<file path="config.mk">
export PLATFORM = sky130hd
export DESIGN_NAME = generador_vecinos_flat
export DESIGN_NICKNAME = d
export VERILOG_FILES = /design/src/rtl/generador_vecinos_if.sv /design/src/rtl/generador_vecinos.sv /design/src/flat_wrapper.sv
export SDC_FILE = /design/constraint.sdc
export NUM_CORES = 1
export LEC_CHECK = 0
export ABC_AREA = 1
export CORE_ASPECT_RATIO = 1.75
export CORE_MARGIN = 2
export CORE_UTILIZATION = 51
export CTS_CLUSTER_SIZE = 8
export DETAILED_ROUTE_END_ITERATION = 10
export PLACE_DENSITY = 0.74
export SLEW_MARGIN = 20
export SYNTH_ARGS = -nofsm -noshare
export SYNTH_HDL_FRONTEND = slang
export SYNTH_SLANG_ARGS = --single-unit
</file>
<file path="constraint.sdc">
create_clock -name clk -period 3.2 [get_ports clk]
set_clock_uncertainty 0.1 [all_clocks]
set_input_delay 0.48 -clock clk [delete_from_list [all_inputs] [get_ports clk]]
set_output_delay 0.48 -clock clk [all_outputs]
set_load 0.02 [all_outputs]
</file>
<file path="src/rtl/generador_vecinos_if.sv">
// Memory read port and interpolator handshake of the neighbour generator.
// The master side is the generator; the slave side is memory plus interpolator.
interface generador_vecinos_if;
  logic        mem_leer;
  logic [15:0] mem_dir;
  logic [7:0]  mem_dato;
  logic        iniciar;
  logic        listo;
  logic [7:0]  p00_salida;
  logic [7:0]  p10_salida;
  logic [7:0]  p01_salida;
  logic [7:0]  p11_salida;
  logic [15:0] fx_salida;
  logic [15:0] fy_salida;
  logic [7:0]  coord_x;
  logic [7:0]  coord_y;

  modport master (
    output mem_leer, mem_dir, iniciar,
    output p00_salida, p10_salida, p01_salida, p11_salida,
    output fx_salida, fy_salida, coord_x, coord_y,
    input  mem_dato, listo
  );

  modport slave (
    input  mem_leer, mem_dir, iniciar,
    input  p00_salida, p10_salida, p01_salida, p11_salida,
    input  fx_salida, fy_salida, coord_x, coord_y,
    output mem_dato, listo
  );
endinterface

</file>
<file path="src/rtl/generador_vecinos.sv">
// Raster walker over the output image: maps each pixel to Q8.8 source coords,
// fetches its four neighbours one read per cycle and hands them to the interpolator.
module generador_vecinos #(
  parameter int unsigned ANCHO_ENT = 64,
  parameter int unsigned ALTO_ENT  = 64,
  parameter int unsigned ANCHO_SAL = 32,
  parameter int unsigned ALTO_SAL  = 32
) (
  input  logic                 clk,
  input  logic                 rst_n,
  input  logic                 arrancar,
  input  logic [15:0]          escala_x,
  input  logic [15:0]          escala_y,
  output logic                 ocupado,
  output logic                 hecho,
  generador_vecinos_if.master  bus
);

  localparam int unsigned QW   = 16;
  localparam int unsigned ACCW = 24;
  localparam int unsigned CW   = 8;
  localparam int unsigned DW   = 16;

  localparam logic [QW-1:0] XI_LIM = QW'(ANCHO_ENT - 1);
  localparam logic [QW-1:0] YI_LIM = QW'(ALTO_ENT - 1);
  localparam logic [CW-1:0] X_MAX  = CW'(ANCHO_ENT - 1);
  localparam logic [CW-1:0] Y_MAX  = CW'(ALTO_ENT - 1);
  localparam logic [CW-1:0] CX_ULT = CW'(ANCHO_SAL - 1);
  localparam logic [CW-1:0] CY_ULT = CW'(ALTO_SAL - 1);

  typedef enum logic [3:0] {
    REPOSO, CALC, LEE0, LEE1, LEE2, LEE3, CAP, ENTREGA, FIN
  } estado_t;

  estado_t          estado_q, estado_d;
  logic [QW-1:0]    esc_x_q, esc_x_d, esc_y_q, esc_y_d;
  logic [ACCW-1:0]  acc_x_q, acc_x_d, acc_y_q, acc_y_d;
  logic [CW-1:0]    cnt_x_q, cnt_x_d, cnt_y_q, cnt_y_d;
  logic [CW-1:0]    x0_q, x0_d, x1_q, x1_d, y0_q, y0_d, y1_q, y1_d;
  logic [7:0]       frac_x_q, frac_x_d, frac_y_q, frac_y_d;
  logic [7:0]       buf00_q, buf00_d, buf10_q, buf10_d, buf01_q, buf01_d;
  logic [7:0]       p00_q, p00_d, p10_q, p10_d, p01_q, p01_d, p11_q, p11_d;
  logic [7:0]       fx_q, fx_d, fy_q, fy_d;
  logic             leer_q, leer_d;
  logic [DW-1:0]    dir_q, dir_d;
  logic             ocupado_q, ocupado_d;
  logic             hecho_q, hecho_d;

  logic [CW-1:0]    mx0, mx1, my0, my1;
  logic [7:0]       mfx, mfy;

  function automatic logic [DW-1:0] dir_de(input logic [CW-1:0] x, input logic [CW-1:0] y);
    return DW'(y) * DW'(ANCHO_ENT) + DW'(x);
  endfunction

  // Source-coordinate mapping with clamping at the right/bottom edge.
  always_comb begin
    mx0 = X_MAX;
    mx1 = X_MAX;
    mfx = 8'h00;
    my0 = Y_MAX;
    my1 = Y_MAX;
    mfy = 8'h00;
    if (acc_x_q[ACCW-1:8] < XI_LIM) begin
      mx0 = acc_x_q[15:8];
      mx1 = acc_x_q[15:8] + 8'd1;
      mfx = acc_x_q[7:0];
    end
    if (acc_y_q[ACCW-1:8] < YI_LIM) begin
      my0 = acc_y_q[15:8];
      my1 = acc_y_q[15:8] + 8'd1;
      mfy = acc_y_q[7:0];
    end
  end

  // Next-state and registered-output logic.
  always_comb begin
    estado_d  = estado_q;
    esc_x_d   = esc_x_q;
    esc_y_d   = esc_y_q;
    acc_x_d   = acc_x_q;
    acc_y_d   = acc_y_q;
    cnt_x_d   = cnt_x_q;
    cnt_y_d   = cnt_y_q;
    x0_d      = x0_q;
    x1_d      = x1_q;
    y0_d      = y0_q;
    y1_d      = y1_q;
    frac_x_d  = frac_x_q;
    frac_y_d  = frac_y_q;
    buf00_d   = buf00_q;
    buf10_d   = buf10_q;
    buf01_d   = buf01_q;
    p00_d     = p00_q;
    p10_d     = p10_q;
    p01_d     = p01_q;
    p11_d     = p11_q;
    fx_d      = fx_q;
    fy_d      = fy_q;
    leer_d    = 1'b0;
    dir_d     = '0;
    ocupado_d = 1'b0;
    hecho_d   = 1'b0;

    unique case (estado_q)
      REPOSO: begin
        if (arrancar) begin
          esc_x_d  = escala_x;
          esc_y_d  = escala_y;
          acc_x_d  = '0;
          acc_y_d  = '0;
          cnt_x_d  = '0;
          cnt_y_d  = '0;
          estado_d = CALC;
        end
      end
      CALC: begin
        x0_d     = mx0;
        x1_d     = mx1;
        y0_d     = my0;
        y1_d     = my1;
        frac_x_d = mfx;
        frac_y_d = mfy;
        estado_d = LEE0;
      end
      LEE0: estado_d = LEE1;
      LEE1: begin
        buf00_d  = bus.mem_dato;
        estado_d = LEE2;
      end
      LEE2: begin
        buf10_d  = bus.mem_dato;
        estado_d = LEE3;
      end
      LEE3: begin
        buf01_d  = bus.mem_dato;
        estado_d = CAP;
      end
      CAP: begin
        // All presented values swap together so ENTREGA sees a coherent set.
        p00_d    = buf00_q;
        p10_d    = buf10_q;
        p01_d    = buf01_q;
        p11_d    = bus.mem_dato;
        fx_d     = frac_x_q;
        fy_d     = frac_y_q;
        estado_d = ENTREGA;
      end
      ENTREGA: begin
        if (bus.listo) begin
          if (cnt_x_q == CX_ULT) begin
            if (cnt_y_q == CY_ULT) begin
              estado_d = FIN;
            end else begin
              cnt_x_d  = '0;
              acc_x_d  = '0;
              cnt_y_d  = cnt_y_q + 8'd1;
              acc_y_d  = acc_y_q + ACCW'(esc_y_q);
              estado_d = CALC;
            end
          end else begin
            cnt_x_d  = cnt_x_q + 8'd1;
            acc_x_d  = acc_x_q + ACCW'(esc_x_q);
            estado_d = CALC;
          end
        end
      end
      FIN:     estado_d = REPOSO;
      default: estado_d = REPOSO;
    endcase

    // Read strobe and address are registered, so they follow the state being entered.
    unique case (estado_d)
      LEE0: begin
        leer_d = 1'b1;
        dir_d  = dir_de(mx0, my0);
      end
      LEE1: begin
        leer_d = 1'b1;
        dir_d  = dir_de(x1_q, y0_q);
      end
      LEE2: begin
        leer_d = 1'b1;
        dir_d  = dir_de(x0_q, y1_q);
      end
      LEE3: begin
        leer_d = 1'b1;
        dir_d  = dir_de(x1_q, y1_q);
      end
      default: ;
    endcase

    ocupado_d = (estado_d != REPOSO) && (estado_d != FIN);
    hecho_d   = (estado_d == FIN);
  end

  always_ff @(posedge clk or negedge rst_n) begin
    if (!rst_n) begin
      estado_q  <= REPOSO;
      esc_x_q   <= '0;
      esc_y_q   <= '0;
      acc_x_q   <= '0;
      acc_y_q   <= '0;
      cnt_x_q   <= '0;
      cnt_y_q   <= '0;
      x0_q      <= '0;
      x1_q      <= '0;
      y0_q      <= '0;
      y1_q      <= '0;
      frac_x_q  <= '0;
      frac_y_q  <= '0;
      buf00_q   <= '0;
      buf10_q   <= '0;
      buf01_q   <= '0;
      p00_q     <= '0;
      p10_q     <= '0;
      p01_q     <= '0;
      p11_q     <= '0;
      fx_q      <= '0;
      fy_q      <= '0;
      leer_q    <= 1'b0;
      dir_q     <= '0;
      ocupado_q <= 1'b0;
      hecho_q   <= 1'b0;
    end else begin
      estado_q  <= estado_d;
      esc_x_q   <= esc_x_d;
      esc_y_q   <= esc_y_d;
      acc_x_q   <= acc_x_d;
      acc_y_q   <= acc_y_d;
      cnt_x_q   <= cnt_x_d;
      cnt_y_q   <= cnt_y_d;
      x0_q      <= x0_d;
      x1_q      <= x1_d;
      y0_q      <= y0_d;
      y1_q      <= y1_d;
      frac_x_q  <= frac_x_d;
      frac_y_q  <= frac_y_d;
      buf00_q   <= buf00_d;
      buf10_q   <= buf10_d;
      buf01_q   <= buf01_d;
      p00_q     <= p00_d;
      p10_q     <= p10_d;
      p01_q     <= p01_d;
      p11_q     <= p11_d;
      fx_q      <= fx_d;
      fy_q      <= fy_d;
      leer_q    <= leer_d;
      dir_q     <= dir_d;
      ocupado_q <= ocupado_d;
      hecho_q   <= hecho_d;
    end
  end

  // iniciar must fire in the same cycle listo is seen high, so it stays combinational.
  assign bus.iniciar    = (estado_q == ENTREGA) && bus.listo;
  assign bus.mem_leer   = leer_q;
  assign bus.mem_dir    = dir_q;
  assign bus.p00_salida = p00_q;
  assign bus.p10_salida = p10_q;
  assign bus.p01_salida = p01_q;
  assign bus.p11_salida = p11_q;
  assign bus.fx_salida  = {8'h00, fx_q};
  assign bus.fy_salida  = {8'h00, fy_q};
  assign bus.coord_x    = cnt_x_q;
  assign bus.coord_y    = cnt_y_q;
  assign ocupado        = ocupado_q;
  assign hecho          = hecho_q;

endmodule

</file>
<file path="src/flat_wrapper.sv">
// flat-port wrapper written by rule: the top's interface ports become plain ports
module generador_vecinos_flat 
#(
  parameter int unsigned ANCHO_ENT = 64,
  parameter int unsigned ALTO_ENT  = 64,
  parameter int unsigned ANCHO_SAL = 32,
  parameter int unsigned ALTO_SAL  = 32
)
  (clk, rst_n, arrancar, escala_x, escala_y, ocupado, hecho, bus_mem_leer, bus_mem_dir, bus_iniciar, bus_p00_salida, bus_p10_salida, bus_p01_salida, bus_p11_salida, bus_fx_salida, bus_fy_salida, bus_coord_x, bus_coord_y, bus_mem_dato, bus_listo);
  generador_vecinos_if bus_i ();
  input  logic clk;
  input  logic rst_n;
  input  logic arrancar;
  input  logic [15:0] escala_x;
  input  logic [15:0] escala_y;
  output logic ocupado;
  output logic hecho;
  output wire logic [$bits(bus_i.mem_leer)-1:0] bus_mem_leer;
  output wire logic [$bits(bus_i.mem_dir)-1:0] bus_mem_dir;
  output wire logic [$bits(bus_i.iniciar)-1:0] bus_iniciar;
  output wire logic [$bits(bus_i.p00_salida)-1:0] bus_p00_salida;
  output wire logic [$bits(bus_i.p10_salida)-1:0] bus_p10_salida;
  output wire logic [$bits(bus_i.p01_salida)-1:0] bus_p01_salida;
  output wire logic [$bits(bus_i.p11_salida)-1:0] bus_p11_salida;
  output wire logic [$bits(bus_i.fx_salida)-1:0] bus_fx_salida;
  output wire logic [$bits(bus_i.fy_salida)-1:0] bus_fy_salida;
  output wire logic [$bits(bus_i.coord_x)-1:0] bus_coord_x;
  output wire logic [$bits(bus_i.coord_y)-1:0] bus_coord_y;
  input wire logic [$bits(bus_i.mem_dato)-1:0] bus_mem_dato;
  input wire logic [$bits(bus_i.listo)-1:0] bus_listo;
  assign bus_mem_leer = bus_i.mem_leer;
  assign bus_mem_dir = bus_i.mem_dir;
  assign bus_iniciar = bus_i.iniciar;
  assign bus_p00_salida = bus_i.p00_salida;
  assign bus_p10_salida = bus_i.p10_salida;
  assign bus_p01_salida = bus_i.p01_salida;
  assign bus_p11_salida = bus_i.p11_salida;
  assign bus_fx_salida = bus_i.fx_salida;
  assign bus_fy_salida = bus_i.fy_salida;
  assign bus_coord_x = bus_i.coord_x;
  assign bus_coord_y = bus_i.coord_y;
  assign bus_i.mem_dato = bus_mem_dato;
  assign bus_i.listo = bus_listo;
  generador_vecinos #(.ANCHO_ENT(ANCHO_ENT), .ALTO_ENT(ALTO_ENT), .ANCHO_SAL(ANCHO_SAL), .ALTO_SAL(ALTO_SAL)) u_core (.clk(clk), .rst_n(rst_n), .arrancar(arrancar), .escala_x(escala_x), .escala_y(escala_y), .ocupado(ocupado), .hecho(hecho), .bus(bus_i));
endmodule
</file>
## Yosys cells after proc, flatten, opt, wreduce, memory -nomap -nowiden

Index checks and enable logic that the tools add are counted.
W data, S select, Z words.

| operators by class | value |
|---|---|
| add/subtract/negate cells | 10 |
| multipliers | 0 |
| div/mod/pow operators | 0 |
| $lt $le $gt $ge | 2 |
| eq/ne operators | 20 |
| shift operators | 0 |
| multiplexer cells | 31 |
| bitwise logic cells | 0 |
| reductions and logical operators | 9 |

Operator list:

| kind | number |
|---|---|
| $mux W24 | 7 |
| $mux W8 | 13 |
| $pmux W24 S2 | 2 |
| $pmux W16 S4 | 1 |
| $add A14 B8 Y15 | 4 |
| $add A24 B16 Y24 | 2 |
| $add A8 B1 Y8 const B | 4 |
| $lt A16 B6 Y1 const B | 2 |
| $pmux W4 S8 | 1 |
| $pmux W8 S2 | 2 |
| $eq A4 B3 Y1 const B | 6 |
| $eq A4 B2 Y1 const B | 4 |
| $eq A8 B5 Y1 const B | 2 |
| $mux W4 | 4 |
| $ne A2 B2 Y1 const B | 3 |
| $reduce_and A5 Y1 | 1 |
| $eq A4 B1 Y1 const B | 1 |
| $eq A4 B4 Y1 const B | 1 |
| $logic_not A4 Y1 | 1 |
| $ne A4 B4 Y1 const B | 1 |
| $reduce_and A4 Y1 | 1 |
| $reduce_bool A4 Y1 | 1 |
| $reduce_or A4 Y1 | 1 |
| $ne A3 B3 Y1 const B | 1 |
| 5 further kinds | 6 |

| storage, ports and cells | value |
|---|---|
| register bits | 239 |
| latch bits | 0 |
| RAM bits | 0 |
| bits in read-only memories | 0 |
| bits of input ports | 44 |
| output and inout port bits | 100 |
| word-level logic and storage cells | 98 |
| memories kept | 0 |

## Longest topological paths before layout

Gate-level depths: netlist of run 1.

| depth | value |
|---|---|
| depth after elaboration | 8 |
| depth in mapped cells | 18 |
| mapped depth without buffers | 16 |

## Worst setup path after synthesis of run 1

No wires, ideal clock.

| timing path | value |
|---|---|
| path type | register -> register |
| from | register u_core.estado_q[0] |
| to | register u_core.dir_q[11], in the netlist u_core.bus.mem_dir[11] |
| library setup time | 0.119 ns |
| data arrival time | 2.165 ns |
| required time | 2.981 ns |
| setup slack | 0.816 ns |
| cell stages (with the launch flop) | 18 |
| path buffers | 3 |
| clock period less this slack | 2.384 ns |
| cell sequence | dfrtp_1 > nor2_1 > nand2_2 > buf_6 > buf_2 > clkbuf_1 > nand2_1 > nand2_1 > ha_1 > a21oi_1 > inv_1 > nand2_1 > nor2_1 > nand2_1 > nand2_1 > nor2_1 > nor2_1 > nand2_1 |

| on the way | value |
|---|---|
| word-level cells in the longest chain between the ends | 4 |
| elaborated cells between the ends (all ways) | 16 |
| those cells by class | eq/ne (11); mux (4); reduce/logical (1) |

Ends and longest elaborated chain:

| what | line | source |
|---|---|---|
| start: declaration | generador_vecinos.sv:35 | `estado_t estado_q, estado_d;` |
| start signal: assignment | generador_vecinos.sv:226 | `estado_q <= estado_d;` |
| $eq A4 B3 Y1 (tied with other cells) | generador_vecinos.sv:105 | `unique case (estado_q)` |
| $pmux W4 S8 (*) | generador_vecinos.sv:105 |  |
| $eq A4 B3 Y1 / $eq A4 B2 Y1 (equally long branches) | generador_vecinos.sv:173 | `unique case (estado_d)` |
| $pmux W16 S4 (*) | generador_vecinos.sv:173 |  |
| via u_core.dir_d[11] | generador_vecinos.sv:45 | `logic [DW-1:0] dir_q, dir_d;` |
| end signal: assignment | generador_vecinos.sv:249 | `dir_q <= dir_d;` |
| end: declaration | generador_vecinos.sv:45 |  |

Mark *: on every way through the listed nets, which the timed path passes. The rest lies on a longest branch.
A chain may end at the register's enable or synchronous reset.

## Worst setup path in the final report of run 1

| timing path | value |
|---|---|
| from | register u_core.estado_q[1] |
| to | output bus_iniciar |

| on the way | value |
|---|---|
| word-level cells in the longest chain between the ends | 2 |

Ends and longest elaborated chain:

| what | line | source |
|---|---|---|
| $eq A4 B3 Y1 | generador_vecinos.sv:256 | `assign bus.iniciar = (estado_q == ENTREGA) && bus.listo;` |
| $logic_and A1 B1 Y1 | generador_vecinos.sv:256 |  |
| end: declaration | flat_wrapper.sv:20 | `output wire logic [$bits(bus_i.iniciar)-1:0] bus_iniciar;` |

No other way between the ends.

==> impl_metrics.xml, run 1 <==
<?xml version="1.0" encoding="UTF-8"?>
<metrics>
  <group name="logic_synthesis">
    <metric name="netlist_instances" unit="">1505</metric>
    <metric name="synth-warning-count" unit="">0</metric>
    <metric name="postSynth.asyncResetShare" unit="%">100</metric>
    <metric name="yosys_register_bits" unit="">238</metric>
    <metric name="yosys.area.top_type" unit="">dfrtp_1</metric>
    <metric name="synth.avg_cell_area" unit="µm²">8.13</metric>
    <metric name="top_cell_type_s_share_of_synthesized_area" unit="%">48.7</metric>
    <metric name="yosys.cell_types.count" unit="">47</metric>
    <metric name="mappedNetlistArea" unit="mm²">0.0122</metric>
    <metric name="number_of_enable_type_register_cells_in_the_synthesized_netlist" unit="">0</metric>
    <metric name="synth_area_leaders" unit="">dfrtp_1, nand2_1, inv_1, nor2_1, ha_1</metric>
    <metric name="ys_dominant_reg_cell" unit="">dfrtp_1</metric>
    <metric name="post_synthesis_sequential_area_ratio" unit="%">48.7</metric>
  </group>
  <group name="worst_setup_path">
    <metric name="worstPathArrival" unit="ns">1.91</metric>
    <metric name="worst_reg2reg_endpoint" unit="">u_core.acc_x_q[18]</metric>
    <metric name="cpPeakStageDelay" unit="ns">0.61</metric>
    <metric name="cp_data_required_time" unit="ns">2.62</metric>
    <metric name="r2r.worst_path.cells" unit="">11</metric>
    <metric name="worst-setup-path-type" unit="">flip-flop to output port</metric>
    <metric name="endpoint_class_of_the_critical_path" unit="">output port</metric>
    <metric name="regToRegStartpoint" unit="">u_core.esc_x_q[0]</metric>
    <metric name="cp_max_fo" unit="">7</metric>
    <metric name="crit_path_start_kind" unit="">flip-flop</metric>
    <metric name="timing.reg2reg.setup_slack" unit="ns">0.86</metric>
    <metric name="crit_path_cell_trace" unit="">nand4_4 &gt; nor2_1 &gt; clkdlybuf4s50_1</metric>
    <metric name="timing.critical_path.slowest_stage_cell" unit="">clkdlybuf4s50_1</metric>
  </group>
  <group name="floorplanning">
    <metric name="die_area" unit="mm²">0.0253</metric>
    <metric name="start_util" unit="%">51.5</metric>
    <metric name="floorplan.die.width" unit="µm">121</metric>
    <metric name="die_height" unit="µm">209</metric>
    <metric name="std_cell_rows" unit="">75</metric>
    <metric name="core_region_area" unit="mm²">0.0237</metric>
    <metric name="boundaryPins" unit="">144</metric>
  </group>
  <group name="sta">
    <metric name="max_clock_freq" unit="MHz">402</metric>
    <metric name="final_setup_violation_count" unit="">0</metric>
    <metric name="final_max_slew_viol_count" unit="">0</metric>
    <metric name="tightest_slew" unit="ns">0.871</metric>
    <metric name="finalCritPeriodShare" unit="%">77.7</metric>
    <metric name="timing.max_slew.rel_slack" unit="%">41.7</metric>
    <metric name="fin_setup_tns" unit="ns">0</metric>
    <metric name="finalHoldViolations" unit="">0</metric>
    <metric name="setup_repair_after_global_routing_missed_its_margin" unit="">no</metric>
    <metric name="period_minus_slack" unit="ns">2.49</metric>
  </group>
  <group name="final_layout">
    <metric name="finish.net_count" unit="">1736</metric>
    <metric name="antenna-diode-count" unit="">0</metric>
    <metric name="syn2layout_area_growth" unit="%">20.1</metric>
    <metric name="fillers" unit="">2074</metric>
    <metric name="post-route-cell-area" unit="mm²">0.0147</metric>
    <metric name="drive_gt1_share" unit="%">6.19</metric>
  </group>
  <group name="global_routing">
    <metric name="grt_antenna_before_repair" unit="">0</metric>
    <metric name="grt_start_max_net_pins" unit="">77</metric>
    <metric name="grt_first_pass_wirelength" unit="mm">53.6</metric>
    <metric name="first_global_vias" unit="">10772</metric>
    <metric name="grt_usage" unit="%">26.7</metric>
    <metric name="grt-ovfl-total" unit="">0</metric>
  </group>
  <group name="placed_design">
    <metric name="final_replace_weighted_congestion" unit="">0.948</metric>
    <metric name="detailed_place_hpwl" unit="mm">23.5</metric>
    <metric name="io_buffer_count" unit="">126</metric>
    <metric name="place_area" unit="mm²">0.0137</metric>
  </group>
  <group name="routing">
    <metric name="drc" unit="">0</metric>
    <metric name="drt-wirelength-per-cell" unit="µm">16.4</metric>
    <metric name="postRouteWirelength" unit="mm">32.2</metric>
    <metric name="firstDrtPassIters" unit="">6</metric>
    <metric name="dr_total_vias" unit="">10508</metric>
    <metric name="detail_route.vias_per_cell" unit="">5.37</metric>
    <metric name="detail_route.iter0.violations" unit="">489</metric>
    <metric name="drt.antenna.violating_nets" unit="">0</metric>
  </group>
  <group name="cts">
    <metric name="cts_tree" unit="">done</metric>
    <metric name="clock_tree.htree_level_count" unit="">2</metric>
    <metric name="clk_path_buf_depth" unit="">3</metric>
    <metric name="cts_inserted_buffers" unit="">35</metric>
    <metric name="ctsResizeCount" unit="">0</metric>
    <metric name="clkTransAtPathRegs" unit="ns">0.05</metric>
    <metric name="clock-sinks" unit="">238</metric>
    <metric name="cts.root.buffer_cell" unit="">clkbuf_16</metric>
    <metric name="clock_latency" unit="ns">0.52</metric>
  </group>
  <group name="worst_hold_path">
    <metric name="worstHoldPathCells" unit="">2</metric>
    <metric name="min_path_type" unit="">flip-flop to flip-flop</metric>
    <metric name="whs_endpoint" unit="">u_core.fy_q[7]</metric>
    <metric name="min_delay_startpoint" unit="">u_core.fy_q[7]</metric>
  </group>
  <group name="power">
    <metric name="worst_ir_drop_vdd" unit="mV">0.550</metric>
    <metric name="total_leakage_power" unit="nW">7.32</metric>
    <metric name="cellPowerDensity" unit="mW/mm²">963</metric>
  </group>
  <group name="outcome">
    <metric name="outcome" unit="">completed</metric>
  </group>
  <group name="flow_run">
    <metric name="drv.max_cap_violation_count" unit="">0</metric>
  </group>
</metrics>
[logic make-up after synthesis]
kind of cell | share of synthesized area, %
buffers and inverters | 8.24
and+or+nand+nor | 24.0
xor gates and xnor gates | 1.43
other | 0.0614
AOI/OAI and AO/OA | 10.3
DFF | 48.7
muxes | 2.21
adders and majority gates | 5.12
[where the power goes]
part           internal (W)  switching (W)  leakage, nW  total, W
combinational       0.00226        0.00371         3.75   0.00597
sequential          0.00413       0.000787         3.11   0.00492
clock               0.00200        0.00126        0.462   0.00326
[cell type report]
| class | instances | area, µm² | share of cell area [%] |
|---|---|---|---|
| clock buffers | 37 | 915 | 6.23 |
| well taps | 308 | 385 | 2.62 |
| repair buffers | 144 | 1430 | 9.73 |
| clock inverters | 2 | 25.0 | 0.170 |
| multi-input cells | 1056 | 5340 | 36.3 |
| flip-flops and latches | 238 | 5960 | 40.5 |
| inverters | 170 | 643 | 4.38 |
[synthesized netlist by cell type (3+ instances only)]
master	count
buf_1	3
nor3_1	7
o21ai_1	11
nand2_1	458
o21bai_1	4
clkbuf_1	15
xnor2_1	6
nor2_1	142
nand2_2	3
fa_1	5
o21ai_0	97
ha_1	42
inv_1	164
a21oi_1	54
mux2_2	24
xor2_1	14
buf_4	19
buf_6	7
buf_2	15
nand3_1	69
a22oi_1	9
nand4_1	23
inv_2	5
o22ai_1	35
dfrtp_1	238
o31ai_1	3
o21ai_2	3
nand3b_1	3
[sequential cells by signal, indices dropped and copies added, names as in the netlist, 15 cells and up]
register            flops
u_core.acc_x_q         24
u_core.esc_x_q         16
u_core.acc_y_q         24
u_core.bus.mem_dir     15
u_core.esc_y_q         16
[worst max-delay path: cells and delay by family, from the launching register on]
kind / cells / cell delay (ns)
buf+inv: 1 / 0.61
flops: 1 / 0.45
simple gates: 2 / 0.34
[stage by stage]
| stage | utilization [%] | instances | hold slack [ns] | setup slack (ns) | power, W |
|---|---|---|---|---|---|
| 6_report | 61.9 | 1955 | 0.378 | 0.714 | 0.0141 |
| 5_1_grt | 61.9 | 1955 | 0.400 | 0.597 | 0.0152 |
| 4_1_cts | 61.9 | 1955 | 0.380 | 0.699 | 0.0142 |
| 3_5_place_dp | 57.9 | 1915 | 0.369 | 0.621 | 0.0108 |
| 3_3_place_gp | 57.9 | 1915 | 0.364 | 0.674 | 0.0107 |
| 2_1_floorplan | - | 1523 | 0.0844 | 0.816 | 0.00875 |
[how the worst max path moves through the flow]
stage	startpoint	to	slack, ns
after CTS	u_core.estado_q[1]	bus_iniciar	0.70
after global placement	arrancar	u_core.ocupado	0.67
after global routing	u_core.estado_q[0]	bus_iniciar	0.60
after detailed placement	arrancar	u_core.ocupado	0.62
after floorplan	u_core.estado_q[0]	u_core.bus.mem_dir[11]	0.82
final	u_core.estado_q[1]	bus_iniciar	0.71
[cells in the final DEF, fill, tap and decap left out, types with 36 or more instances in the layout]
cell type          n
o21ai_0           97
a21oi_1           54
nand2_1          457
inv_1            164
nor2_1           142
nand3_1           69
clkdlybuf4s50_1  125
dfrtp_1          238
clkbuf_16         36
ha_1              42
[routing by layer]
layer / up-vias / part of all wire (%) / track usage, %
li1: 5081 / - / -
met1: 4972 / 36 / 28.9
met2: 357 / 54 / 49.2
met3: 98 / 5.0 / 3.93
met4: 0 / 5.4 / 14.3
met5: - / 0 / 0
[what timing repair did]
action                                 CTS  global route
hold buffers                             1             0
endpoints found under the hold margin   72             0
setup buffers                            0             0
Power figures use the tool's default switching activity.
==> run 2, diff against run 1 <==
- clock period: 3.2 -> 2.6 ns (I/O delays scaled with it)
==> run 2 against run 1 <==
Net effect:
- cell count increased by 0.20%
- total power up 23%
- first-iteration DRC count is 11% higher
- register-to-register slack worse by 0.77 ns
- die area unchanged
- worst setup slack worse by 0.63 ns
- largest power group unchanged
- combinational power up 23%
- sequential share of layout area down 0.15 points
==> impl_metrics.xml, run 2 (synthesis gave the netlist of run 1 again) <==
<?xml version="1.0" encoding="UTF-8"?>
<metrics>
  <group name="outcome">
    <metric name="outcome" unit="">completed</metric>
  </group>
  <group name="worst_setup_path">
    <metric name="worstPathArrival" unit="ns">2.81</metric>
    <metric name="worst-setup-path-type" unit="">flip-flop to flip-flop</metric>
    <metric name="crit_path_start_kind" unit="">flip-flop</metric>
    <metric name="regToRegStartpoint" unit="">u_core.acc_y_q[12]</metric>
    <metric name="crit_path_frequent_cell" unit="">nor2_1</metric>
    <metric name="cp_max_fo" unit="">6</metric>
    <metric name="crit_path_cell_trace" unit="">ha_1 &gt; nand2_1 &gt; nor2_1 &gt; inv_1 &gt; nor2_1 &gt; nand4_1 &gt; nand3_1 &gt; nand3_1 &gt; nand2_1 &gt; nor2_1</metric>
    <metric name="worst_reg2reg_endpoint" unit="">u_core.acc_y_q[17]</metric>
    <metric name="endpoint_class_of_the_critical_path" unit="">flip-flop</metric>
    <metric name="launch_point_of_the_critical_path" unit="">u_core.acc_y_q[12]</metric>
    <metric name="cpPeakStageDelay" unit="ns">0.47</metric>
    <metric name="timing.reg2reg.setup_slack" unit="ns">0.09</metric>
    <metric name="r2r.worst_path.cells" unit="">10</metric>
    <metric name="timing.critical_path.slowest_stage_cell" unit="">dfrtp_1</metric>
    <metric name="cp_data_required_time" unit="ns">2.90</metric>
    <metric name="cpLargestDelayFamily" unit="">simple AND/OR/NAND/NOR gates</metric>
    <metric name="worstPathBufferInverterCount" unit="">1</metric>
  </group>
  <group name="global_routing">
    <metric name="grt.met2_usage" unit="%">46.3</metric>
    <metric name="grt_start_max_net_pins" unit="">74</metric>
    <metric name="grt.met1_usage" unit="%">27.2</metric>
    <metric name="grt_met3_usage" unit="%">3.88</metric>
    <metric name="grt_first_pass_wirelength" unit="mm">50.9</metric>
    <metric name="global_route.peak_usage_layer" unit="">met2</metric>
    <metric name="grt-ovfl-total" unit="">0</metric>
    <metric name="first_global_vias" unit="">10636</metric>
    <metric name="grt_antenna_before_repair" unit="">0</metric>
    <metric name="grt_usage" unit="%">25.2</metric>
  </group>
  <group name="routing">
    <metric name="postRouteWirelength" unit="mm">30.8</metric>
    <metric name="drt-wirelength-per-cell" unit="µm">15.7</metric>
    <metric name="drt.antenna.violating_nets" unit="">0</metric>
    <metric name="detail_route.iter0.violations" unit="">545</metric>
    <metric name="drc" unit="">0</metric>
    <metric name="dr_total_vias" unit="">10411</metric>
    <metric name="firstDrtPassIters" unit="">5</metric>
    <metric name="detail_route.vias_per_cell" unit="">5.31</metric>
  </group>
  <group name="sta">
    <metric name="final_max_slew_viol_count" unit="">0</metric>
    <metric name="timing.max_slew.rel_slack" unit="%">52.4</metric>
    <metric name="final_setup_violation_count" unit="">0</metric>
    <metric name="max_clock_freq" unit="MHz">398</metric>
    <metric name="period_minus_slack" unit="ns">2.51</metric>
    <metric name="finalCritPeriodShare" unit="%">96.6</metric>
    <metric name="fin_setup_tns" unit="ns">0</metric>
    <metric name="tightest_slew" unit="ns">0.713</metric>
    <metric name="finalHoldViolations" unit="">0</metric>
    <metric name="setup_repair_after_global_routing_missed_its_margin" unit="">no</metric>
  </group>
  <group name="power">
    <metric name="cellPowerDensity" unit="mW/mm²">1180</metric>
    <metric name="total_leakage_power" unit="nW">7.35</metric>
    <metric name="worst_ir_drop_vdd" unit="mV">0.557</metric>
  </group>
  <group name="final_layout">
    <metric name="post-route-cell-area" unit="mm²">0.0147</metric>
    <metric name="most_common_cell_after_layout_fill_and_taps_aside" unit="">nand2_1</metric>
    <metric name="layoutNonFillerInstCount" unit="">1959</metric>
    <metric name="layout_top_registers" unit="">u_core.acc_x_q: 24 flops, u_core.acc_y_q: 24 flops</metric>
    <metric name="drive_gt1_share" unit="%">6.42</metric>
    <metric name="syn2layout_area_growth" unit="%">20.6</metric>
    <metric name="antenna-diode-count" unit="">0</metric>
    <metric name="most-common-layout-cells" unit="">nand2_1, dfrtp_1, inv_1</metric>
    <metric name="finish.net_count" unit="">1740</metric>
  </group>
  <group name="worst_hold_path">
    <metric name="min_delay_startpoint" unit="">escala_x[3]</metric>
    <metric name="worstHoldPathCells" unit="">3</metric>
    <metric name="whs_endpoint" unit="">u_core.esc_x_q[3]</metric>
    <metric name="min_path_type" unit="">input pin to flip-flop</metric>
  </group>
  <group name="flow_run">
    <metric name="drv.max_cap_violation_count" unit="">0</metric>
  </group>
  <group name="cts">
    <metric name="cts_inserted_buffers" unit="">35</metric>
    <metric name="clock-sinks" unit="">238</metric>
    <metric name="clk_path_buf_depth" unit="">3</metric>
    <metric name="clock_latency" unit="ns">0.52</metric>
    <metric name="cts.root.buffer_cell" unit="">clkbuf_16</metric>
    <metric name="clkTransAtPathRegs" unit="ns">0.05</metric>
    <metric name="ctsResizeCount" unit="">0</metric>
    <metric name="cts.hold.buffers_added" unit="">1</metric>
    <metric name="postCtsSetupRepairBufs" unit="">0</metric>
    <metric name="clock_tree.htree_level_count" unit="">2</metric>
    <metric name="cts_tree" unit="">done</metric>
  </group>
  <group name="placed_design">
    <metric name="place_area" unit="mm²">0.0138</metric>
    <metric name="final_replace_weighted_congestion" unit="">0.932</metric>
    <metric name="detailed_place_hpwl" unit="mm">23.0</metric>
    <metric name="io_buffer_count" unit="">126</metric>
    <metric name="dp_cells" unit="">1919</metric>
  </group>
  <group name="floorplanning">
    <metric name="std_cell_rows" unit="">75</metric>
    <metric name="die_height" unit="µm">209</metric>
    <metric name="boundaryPins" unit="">144</metric>
    <metric name="start_util" unit="%">51.5</metric>
    <metric name="die_area" unit="mm²">0.0253</metric>
    <metric name="floorplan.die.width" unit="µm">121</metric>
    <metric name="core_region_area" unit="mm²">0.0237</metric>
  </group>
</metrics>
[run 2: changes by cell type in the layout (fill, tap and decap cells not counted), sizes merged]
cell  delta
buf      +4
[run 2: tightest hold or removal path, delay by kind of cell]
kind | cells | cell delay, ns
buffers and inverters | 1 | 0.39
AND/OR/NAND/NOR | 2 | 0.10
[run 2: worst max-delay path by stage]
stage          slack, ns  depth (start not counted)                      to
2_1_floorplan       0.22                         17  u_core.bus.mem_dir[11]
3_3_place_gp        0.28                         10      u_core.acc_y_q[17]
3_5_place_dp        0.26                         10      u_core.acc_y_q[17]
4_1_cts             0.15                          4             bus_iniciar
5_1_grt             0.07                         10      u_core.acc_y_q[19]
6_report            0.09                         10      u_core.acc_y_q[17]
[run 2: metrics by stage]
| step | setup WS [ns] | hold WS [ns] | utilization (%) | total power, W |
|---|---|---|---|---|
| finish | 0.0877 | 0.306 | 62.1 | 0.0174 |
| global route | 0.0716 | 0.327 | 62.1 | 0.0186 |
| CTS | 0.152 | 0.300 | 62.1 | 0.0174 |
| detailed placement | 0.261 | 0.291 | 58.1 | 0.0134 |
| global placement | 0.282 | 0.294 | 58.1 | 0.0131 |
| floorplan | 0.216 | -0.00559 | - | 0.0108 |
[run 2: metal layers]
layer | part of all wire [%] | wire length (µm)
met5 | 0 | 0
met1 | 37 | 11400
met4 | 5.0 | 1550
met2 | 53 | 16500
met3 | 4.4 | 1370
[run 2: area by class of cell]
| cell class | instances | area, µm² |
|---|---|---|
| fill | 2059 | 9000 |
| sequential | 238 | 5960 |
| multi-input combinational | 1056 | 5340 |
| timing repair buffer | 148 | 1480 |
| clock buffer | 37 | 915 |
| inverter | 170 | 643 |
| tap | 308 | 385 |
| clock inverter | 2 | 25.0 |
[run 2: power by group]
group	switching (W)	total [W]	internal [W]
combinational	0.00451	0.00734	0.00283
clock	0.00154	0.00400	0.00246
sequential	0.000927	0.00601	0.00509
total	0.00698	0.0174	0.0104
==> run 3, diff against run 2 <==
- SLEW_MARGIN: 20 -> default
==> results of run 3 <==
No change in the layout: final DEF, timing and power equal those of run 2.
